## src/rtl/i2c_arb_pkg.sv

```systemverilog
// i2c_arb_pkg: shared types, opcode constants and the round-robin
// search helper for the I2C command arbiter.
package i2c_arb_pkg;

    typedef enum logic [2:0] {
        ST_IDLE      = 3'd0,
        ST_ISSUE     = 3'd1,
        ST_WAIT_BUSY = 3'd2,
        ST_WAIT_DONE = 3'd3,
        ST_RESP      = 3'd4
    } state_t;

    localparam logic OP_WRITE = 1'b0;
    localparam logic OP_READ  = 1'b1;

    localparam int DEF_TIMEOUT_CYC = 400000;

    // Index of the first set bit of req[n-1:0], searching upward from
    // last+1 and wrapping.  Returns last when req is empty.
    // The loop is fixed at 8 so it unrolls to a static mux tree.
    function automatic int rr_pick(
        input logic [7:0] req,
        input int         last,
        input int         n
    );
        int r;
        int idx;
        r = last;
        for (int k = 8; k >= 1; k--) begin
            if (k <= n) begin
                idx = last + k;
                if (idx >= n) idx = idx - n;
                if (req[3'(idx)]) r = idx;
            end
        end
        return r;
    endfunction

endpackage

```

## src/rtl/i2c_cmd_arbiter_if.sv

```systemverilog
// i2c_cmd_arbiter_if: command/status port of the shared I2C master.
// master: arbiter side (drives command), slave: engine side.
interface i2c_cmd_arbiter_if;

    logic       m_newd;
    logic       m_op;
    logic [6:0] m_addr;
    logic [7:0] m_din;
    logic       m_abort;
    logic       m_busy;
    logic       m_done;
    logic [7:0] m_dout;
    logic       m_ack_err;

    modport master (
        output m_newd, m_op, m_addr, m_din, m_abort,
        input  m_busy, m_done, m_dout, m_ack_err
    );

    modport slave (
        input  m_newd, m_op, m_addr, m_din, m_abort,
        output m_busy, m_done, m_dout, m_ack_err
    );

endinterface

```

## src/rtl/rr_arbiter.sv

```systemverilog
// rr_arbiter: combinational round-robin pick with a registered
// last-grant pointer.  Ports: req_i, advance_i (commit pick), pick_o.
module rr_arbiter
    import i2c_arb_pkg::*;
#(
    parameter int N = 4
) (
    input  logic                 clk,
    input  logic                 rst_n,
    input  logic [N-1:0]         req_i,
    input  logic                 advance_i,
    output logic [$clog2(N)-1:0] pick_o
);

    localparam int IW = $clog2(N);

    logic [IW-1:0] last_q;
    logic [7:0]    req8;

    always_comb begin
        req8        = '0;
        req8[N-1:0] = req_i;
    end

    assign pick_o = IW'(rr_pick(req8, int'(last_q), N));

    // Starts at N-1 so requester 0 wins the first search.
    always_ff @(posedge clk or negedge rst_n) begin
        if (!rst_n) begin
            last_q <= IW'(N - 1);
        end else if (advance_i) begin
            last_q <= pick_o;
        end
    end

endmodule

```

## src/rtl/i2c_cmd_arbiter.sv

```systemverilog
// i2c_cmd_arbiter: round-robin sharing of one I2C master among NREQ
// clients; latches the command, supervises with a timeout, returns result.
// Ports: req/req_rw/req_addr/req_wdata in, gnt/rsp_* out, m_if to engine.
module i2c_cmd_arbiter
    import i2c_arb_pkg::*;
#(
    parameter int NREQ        = 4,
    parameter int TIMEOUT_CYC = DEF_TIMEOUT_CYC
) (
    input  logic                 clk,
    input  logic                 rst_n,
    input  logic [NREQ-1:0]      req,
    input  logic [NREQ-1:0]      req_rw,
    input  logic [7*NREQ-1:0]    req_addr,
    input  logic [8*NREQ-1:0]    req_wdata,
    output logic [NREQ-1:0]      gnt,
    output logic [NREQ-1:0]      rsp_valid,
    output logic [7:0]           rsp_rdata,
    output logic                 rsp_err,
    output logic                 rsp_timeout,
    i2c_cmd_arbiter_if.master    m_if
);

    localparam int CW = $clog2(TIMEOUT_CYC + 1);
    localparam int IW = $clog2(NREQ);
    localparam logic [CW-1:0] TO_LAST = CW'(TIMEOUT_CYC - 1);

    state_t          state_q;
    logic [NREQ-1:0] gnt_q;
    logic [NREQ-1:0] rsp_valid_q;
    logic [7:0]      rsp_rdata_q;
    logic            rsp_err_q;
    logic            rsp_timeout_q;
    logic            newd_q;
    logic            abort_q;
    logic            op_q;
    logic [6:0]      addr_q;
    logic [7:0]      din_q;
    logic [CW-1:0]   cnt_q;

    logic [IW-1:0]   pick;
    logic            advance;
    logic [NREQ-1:0] sel_oh;
    logic            sel_rw;
    logic [6:0]      sel_addr;
    logic [7:0]      sel_din;

    assign advance = (state_q == ST_IDLE) && (|req);

    rr_arbiter #(
        .N (NREQ)
    ) u_rr (
        .clk       (clk),
        .rst_n     (rst_n),
        .req_i     (req),
        .advance_i (advance),
        .pick_o    (pick)
    );

    always_comb begin
        sel_oh   = '0;
        sel_rw   = 1'b0;
        sel_addr = '0;
        sel_din  = '0;
        for (int i = 0; i < NREQ; i++) begin
            if (pick == IW'(i)) begin
                sel_oh[i] = 1'b1;
                sel_rw    = req_rw[i];
                sel_addr  = req_addr[7*i +: 7];
                sel_din   = req_wdata[8*i +: 8];
            end
        end
    end

    always_ff @(posedge clk or negedge rst_n) begin
        if (!rst_n) begin
            state_q       <= ST_IDLE;
            gnt_q         <= '0;
            rsp_valid_q   <= '0;
            rsp_rdata_q   <= '0;
            rsp_err_q     <= 1'b0;
            rsp_timeout_q <= 1'b0;
            newd_q        <= 1'b0;
            abort_q       <= 1'b0;
            op_q          <= OP_WRITE;
            addr_q        <= '0;
            din_q         <= '0;
            cnt_q         <= '0;
        end else begin
            newd_q      <= 1'b0;
            abort_q     <= 1'b0;
            rsp_valid_q <= '0;
            unique case (state_q)
                ST_IDLE: begin
                    if (|req) begin
                        gnt_q   <= sel_oh;
                        op_q    <= sel_rw;
                        addr_q  <= sel_addr;
                        din_q   <= sel_din;
                        newd_q  <= 1'b1;
                        state_q <= ST_ISSUE;
                    end
                end
                ST_ISSUE: begin
                    cnt_q   <= '0;
                    state_q <= ST_WAIT_BUSY;
                end
                ST_WAIT_BUSY, ST_WAIT_DONE: begin
                    cnt_q <= cnt_q + CW'(1);
                    // done beats a same-cycle timeout
                    if (m_if.m_done) begin
                        rsp_valid_q   <= gnt_q;
                        rsp_rdata_q   <= (op_q == OP_READ) ?
                                         m_if.m_dout : 8'h00;
                        rsp_err_q     <= m_if.m_ack_err;
                        rsp_timeout_q <= 1'b0;
                        state_q       <= ST_RESP;
                    end else if (cnt_q == TO_LAST) begin
                        abort_q       <= 1'b1;
                        rsp_valid_q   <= gnt_q;
                        rsp_rdata_q   <= 8'h00;
                        rsp_err_q     <= 1'b1;
                        rsp_timeout_q <= 1'b1;
                        state_q       <= ST_RESP;
                    end else if (state_q == ST_WAIT_BUSY &&
                                 m_if.m_busy) begin
                        state_q <= ST_WAIT_DONE;
                    end
                end
                ST_RESP: begin
                    gnt_q         <= '0;
                    rsp_rdata_q   <= '0;
                    rsp_err_q     <= 1'b0;
                    rsp_timeout_q <= 1'b0;
                    state_q       <= ST_IDLE;
                end
                default: state_q <= ST_IDLE;
            endcase
        end
    end

    assign gnt         = gnt_q;
    assign rsp_valid   = rsp_valid_q;
    assign rsp_rdata   = rsp_rdata_q;
    assign rsp_err     = rsp_err_q;
    assign rsp_timeout = rsp_timeout_q;

    assign m_if.m_newd  = newd_q;
    assign m_if.m_abort = abort_q;
    assign m_if.m_op    = op_q;
    assign m_if.m_addr  = addr_q;
    assign m_if.m_din   = din_q;

endmodule

```

## src/flat_wrapper.sv

```systemverilog
// flat-port wrapper written by rule: the top's interface ports become plain ports
module i2c_cmd_arbiter_flat import i2c_arb_pkg::*;
#(
    parameter int NREQ        = 4,
    parameter int TIMEOUT_CYC = DEF_TIMEOUT_CYC
)
  (clk, rst_n, req, req_rw, req_addr, req_wdata, gnt, rsp_valid, rsp_rdata, rsp_err, rsp_timeout, m_if_m_newd, m_if_m_op, m_if_m_addr, m_if_m_din, m_if_m_abort, m_if_m_busy, m_if_m_done, m_if_m_dout, m_if_m_ack_err);
  i2c_cmd_arbiter_if m_if_i ();
  input  logic clk;
  input  logic rst_n;
  input  logic [NREQ-1:0] req;
  input  logic [NREQ-1:0] req_rw;
  input  logic [7*NREQ-1:0] req_addr;
  input  logic [8*NREQ-1:0] req_wdata;
  output logic [NREQ-1:0] gnt;
  output logic [NREQ-1:0] rsp_valid;
  output logic [7:0] rsp_rdata;
  output logic rsp_err;
  output logic rsp_timeout;
  output wire logic [$bits(m_if_i.m_newd)-1:0] m_if_m_newd;
  output wire logic [$bits(m_if_i.m_op)-1:0] m_if_m_op;
  output wire logic [$bits(m_if_i.m_addr)-1:0] m_if_m_addr;
  output wire logic [$bits(m_if_i.m_din)-1:0] m_if_m_din;
  output wire logic [$bits(m_if_i.m_abort)-1:0] m_if_m_abort;
  input wire logic [$bits(m_if_i.m_busy)-1:0] m_if_m_busy;
  input wire logic [$bits(m_if_i.m_done)-1:0] m_if_m_done;
  input wire logic [$bits(m_if_i.m_dout)-1:0] m_if_m_dout;
  input wire logic [$bits(m_if_i.m_ack_err)-1:0] m_if_m_ack_err;
  assign m_if_m_newd = m_if_i.m_newd;
  assign m_if_m_op = m_if_i.m_op;
  assign m_if_m_addr = m_if_i.m_addr;
  assign m_if_m_din = m_if_i.m_din;
  assign m_if_m_abort = m_if_i.m_abort;
  assign m_if_i.m_busy = m_if_m_busy;
  assign m_if_i.m_done = m_if_m_done;
  assign m_if_i.m_dout = m_if_m_dout;
  assign m_if_i.m_ack_err = m_if_m_ack_err;
  i2c_cmd_arbiter #(.NREQ(NREQ), .TIMEOUT_CYC(TIMEOUT_CYC)) u_core (.clk(clk), .rst_n(rst_n), .req(req), .req_rw(req_rw), .req_addr(req_addr), .req_wdata(req_wdata), .gnt(gnt), .rsp_valid(rsp_valid), .rsp_rdata(rsp_rdata), .rsp_err(rsp_err), .rsp_timeout(rsp_timeout), .m_if(m_if_i));
endmodule
```

## config.mk

```make
export PLATFORM = sky130hd
export DESIGN_NAME = i2c_cmd_arbiter_flat
export DESIGN_NICKNAME = d
export VERILOG_FILES = /design/src/rtl/i2c_arb_pkg.sv /design/src/rtl/i2c_cmd_arbiter_if.sv /design/src/rtl/rr_arbiter.sv /design/src/rtl/i2c_cmd_arbiter.sv /design/src/flat_wrapper.sv
export SDC_FILE = /design/constraint.sdc
export NUM_CORES = 1
export LEC_CHECK = 0
export ABC_AREA = 1
export ABC_CLOCK_PERIOD_IN_PS = 3300
export CORE_MARGIN = 1.5
export CORE_UTILIZATION = 45
export DETAILED_ROUTE_END_ITERATION = 8
export GPL_TIMING_DRIVEN = 0
export PLACE_DENSITY = 0.77
export RECOVER_POWER = 25
export SYNTH_ARGS = -nofsm -noshare
export SYNTH_HDL_FRONTEND = slang
export SYNTH_SLANG_ARGS = --single-unit
```

## constraint.sdc

```tcl
create_clock -name clk -period 3.3 [get_ports clk]
set_input_delay 0.66 -clock clk [delete_from_list [all_inputs] [get_ports clk]]
set_output_delay 0.66 -clock clk [all_outputs]
set_load 0.01 [all_outputs]
```

==> metrics.cfg <==
[routing]
drt_iter0_markers=209
drc=0
ant_nets=0
dr_total_vias=3613
vias_per_cell=4.98
firstDrtPassIters=4
wl_um=10300
avgRoutedWirePerCell_um=14.2

[synthesis]
syn_avg_cell_area_um2=7.36
syn_inst=491
seq_area_frac_synth=0.416
yosys_warnings=0
syn_nets=574
syn_area_mm2=0.00362
ys_ff_latch=60
synth_cell_types=41

[sta]
hold_viol_final=0
whs_ns=0.476
fin_setup_tns_ns=0
fin_crit_ns=2.38
worst_pin_slew_ns=1.54
max_freq_ghz=0.421
maxSlewViolCount=30
rsz0062_at_grt=false
finalSetupViolCount=0
clock_skew_ns=0.0105
period_share=0.720
max_slew_margin=-0.0299

[clock_tree]
clkTransAtPathRegs_ns=0.07
cts_hold_buffers=0
cts-root-buf=clkbuf_8
cts_buffers=9
cts_sinks=60
clkLatencyLatePin_ns=0.34
postCtsSetupRepairBufs=0
cts.htree.levels=3
cts_tree=built
clk_path_buf_depth=2
cts_resized=0

[critical_path]
required_ns=3.57
start_kind=input port
path_max_fanout=10
critical_path.endpoint_type=flop
crit_type=in2reg
arrival_ns=2.65

[grt]
busiest_layer=met2
grt_start_max_net_pins=33
first_global_vias=3592
grt_use_met2=0.404
grt_pass1_wl_um=16800
gr-total-overflow=0
antenna_found_initial=0
gr-usage-met3=0.0427
met1_usage=0.334
grt_use_total=0.250

[outcome]
status=finished with violations
violations=capacitance limit, slew limit

[layout]
final_core_util=0.654
syn_to_final_growth_pct=40.5
nets=702
mostFrequentLayoutCell=nand2_1
drive_above_1_share=0.116
register_area_mm2=0.00150
n_antenna_cell=0
multi_input_area_mm2=0.00171
fin_cells=725
fillerInstances=697
final_cell_mix=nand2_1, clkdlybuf4s50_1, inv_1, dfrtp_1, nand3_1

[power]
leakagePower_nw=2.46
powerDensity_mw_per_mm2=919
vdd.ir_drop.worst_mv=0.437
power_w=0.00467

[placement]
dp_hpwl_um=7920
gp_congestion=0.880
dp_cells=710
port_buffers=116

[die]
std_cell_rows=32
start_util=0.466
core_area_mm2=0.00777
die-area_mm2=0.00858
io_pins=117
die_w_um=92.6
die_y_um=92.6

[job]
max_cap_viol_count=1

[worst_hold_path]
hold_path.class=reg2reg

final timing paths:
kind / from / cells past startpoint / endpoint / slack (ns)
worst max-delay path: req[3] / 9 / u_core.m_if.m_din[1]$_DFFE_PN0P_ / 0.92
worst max register to register: u_core.u_rr.last_q[0]$_DFFE_PN1P_ / 15 / u_core.m_if.m_din[0]$_DFFE_PN0P_ / 0.97
worst min register to register: u_core.state_q[1]$_DFFE_PN0P_ / 1 / u_core.state_q[1]$_DFFE_PN0P_ / 0.48
min in group asynchronous: rst_n / 1 / u_core.cnt_q[12]$_DFFE_PN0P_ / 0.69
worst min-delay path: u_core.state_q[1]$_DFFE_PN0P_ / 1 / u_core.state_q[1]$_DFFE_PN0P_ / 0.48
max in group asynchronous: rst_n / 2 / u_core.gnt[2]$_DFFE_PN0P_ / 1.07
Yosys cell counts (all sizes together):
master,n,area (um2)
or2,6,37.5
o32ai,2,17.5
inv,80,308
a22oi,1,7.51
clkbuf,3,11.3
a31o,1,8.76
nand2,169,747
o22ai,9,56.3
o21ai,32,164
xnor2,1,8.76
ha,2,25.0
nor3,8,45.0
o211ai,7,52.6
nor4,6,37.5
xor2,5,43.8
buf,11,81.3
nor2,29,138
nand3,42,223
dfrtp,58,1450
nand4,9,56.3
dfstp,2,52.6
o221ai,1,8.76
a21oi,7,35.0
report_power, final:
part | internal (W) | switching (W) | total, W | leakage [nW]
logic | 0.00113 | 0.00185 | 0.00297 | 1.58
clock network | 0.000306 | 0.000296 | 0.000603 | 0.0872
registers | 0.000964 | 0.000129 | 0.00109 | 0.789
metrics by stage:
| step | setup slack [ns] | cell area, um2 |
|---|---|---|
| 2_1_floorplan | 1.24 | 3620 |
| 3_3_place_gp | -0.393 | 4900 |
| 3_5_place_dp | 0.574 | 4920 |
| 4_1_cts | 0.922 | 5100 |
| 5_1_grt | 0.571 | 5080 |
| 6_report | 0.923 | 5080 |
flip-flops by register name, indices dropped and copies added (netlist names):
register             flops
u_core.cnt_q            19
u_core.gnt               4
u_core.m_if.m_abort      1
u_core.m_if.m_addr       7
u_core.m_if.m_din        8
u_core.m_if.m_newd       1
u_core.m_if.m_op         1
u_core.rsp_err           1
u_core.rsp_rdata         8
u_core.rsp_timeout       1
u_core.rsp_valid         4
u_core.state_q           3
u_core.u_rr.last_q       2
cell families (layout without fill, tap and decap cells):
logic type,Yosys count,count (layout),share of synthesized area
xor gates and xnor gates,6,6,0.0145
buffers and inverters,94,226,0.111
adders and majority gates,2,2,0.00692
and+or+nand+nor,269,269,0.355
AOI/OAI and AO/OA,60,60,0.0969
DFF,60,60,0.416
per-layer routing:
metal | part of all wire | wire length (um)
met3 | 0.042 | 430
met2 | 0.49 | 5070
met1 | 0.45 | 4610
met4 | 0.017 | 173
met5 | 0 | 0
critical path: stages:
cell and delay, ns:
clkdlybuf4s50_1 0.48, nor4_1 0.65, nor2_4 0.16, inv_2 0.17, buf_2 0.27, nand2_1 0.09, nand2_1 0.07, inv_1 0.03
nand2_1 0.05
layout make-up:
class | instances | share of cell area
clock inverter | 4 | 0.00493
inverter | 80 | 0.0606
sequential | 60 | 0.296
multi-input combinational | 337 | 0.337
buffer | 14 | 0.0182
clock buffer | 11 | 0.0298
timing repair buffer | 117 | 0.228
tap | 102 | 0.0251
No activity file was read; power rests on OpenSTA's default activity.
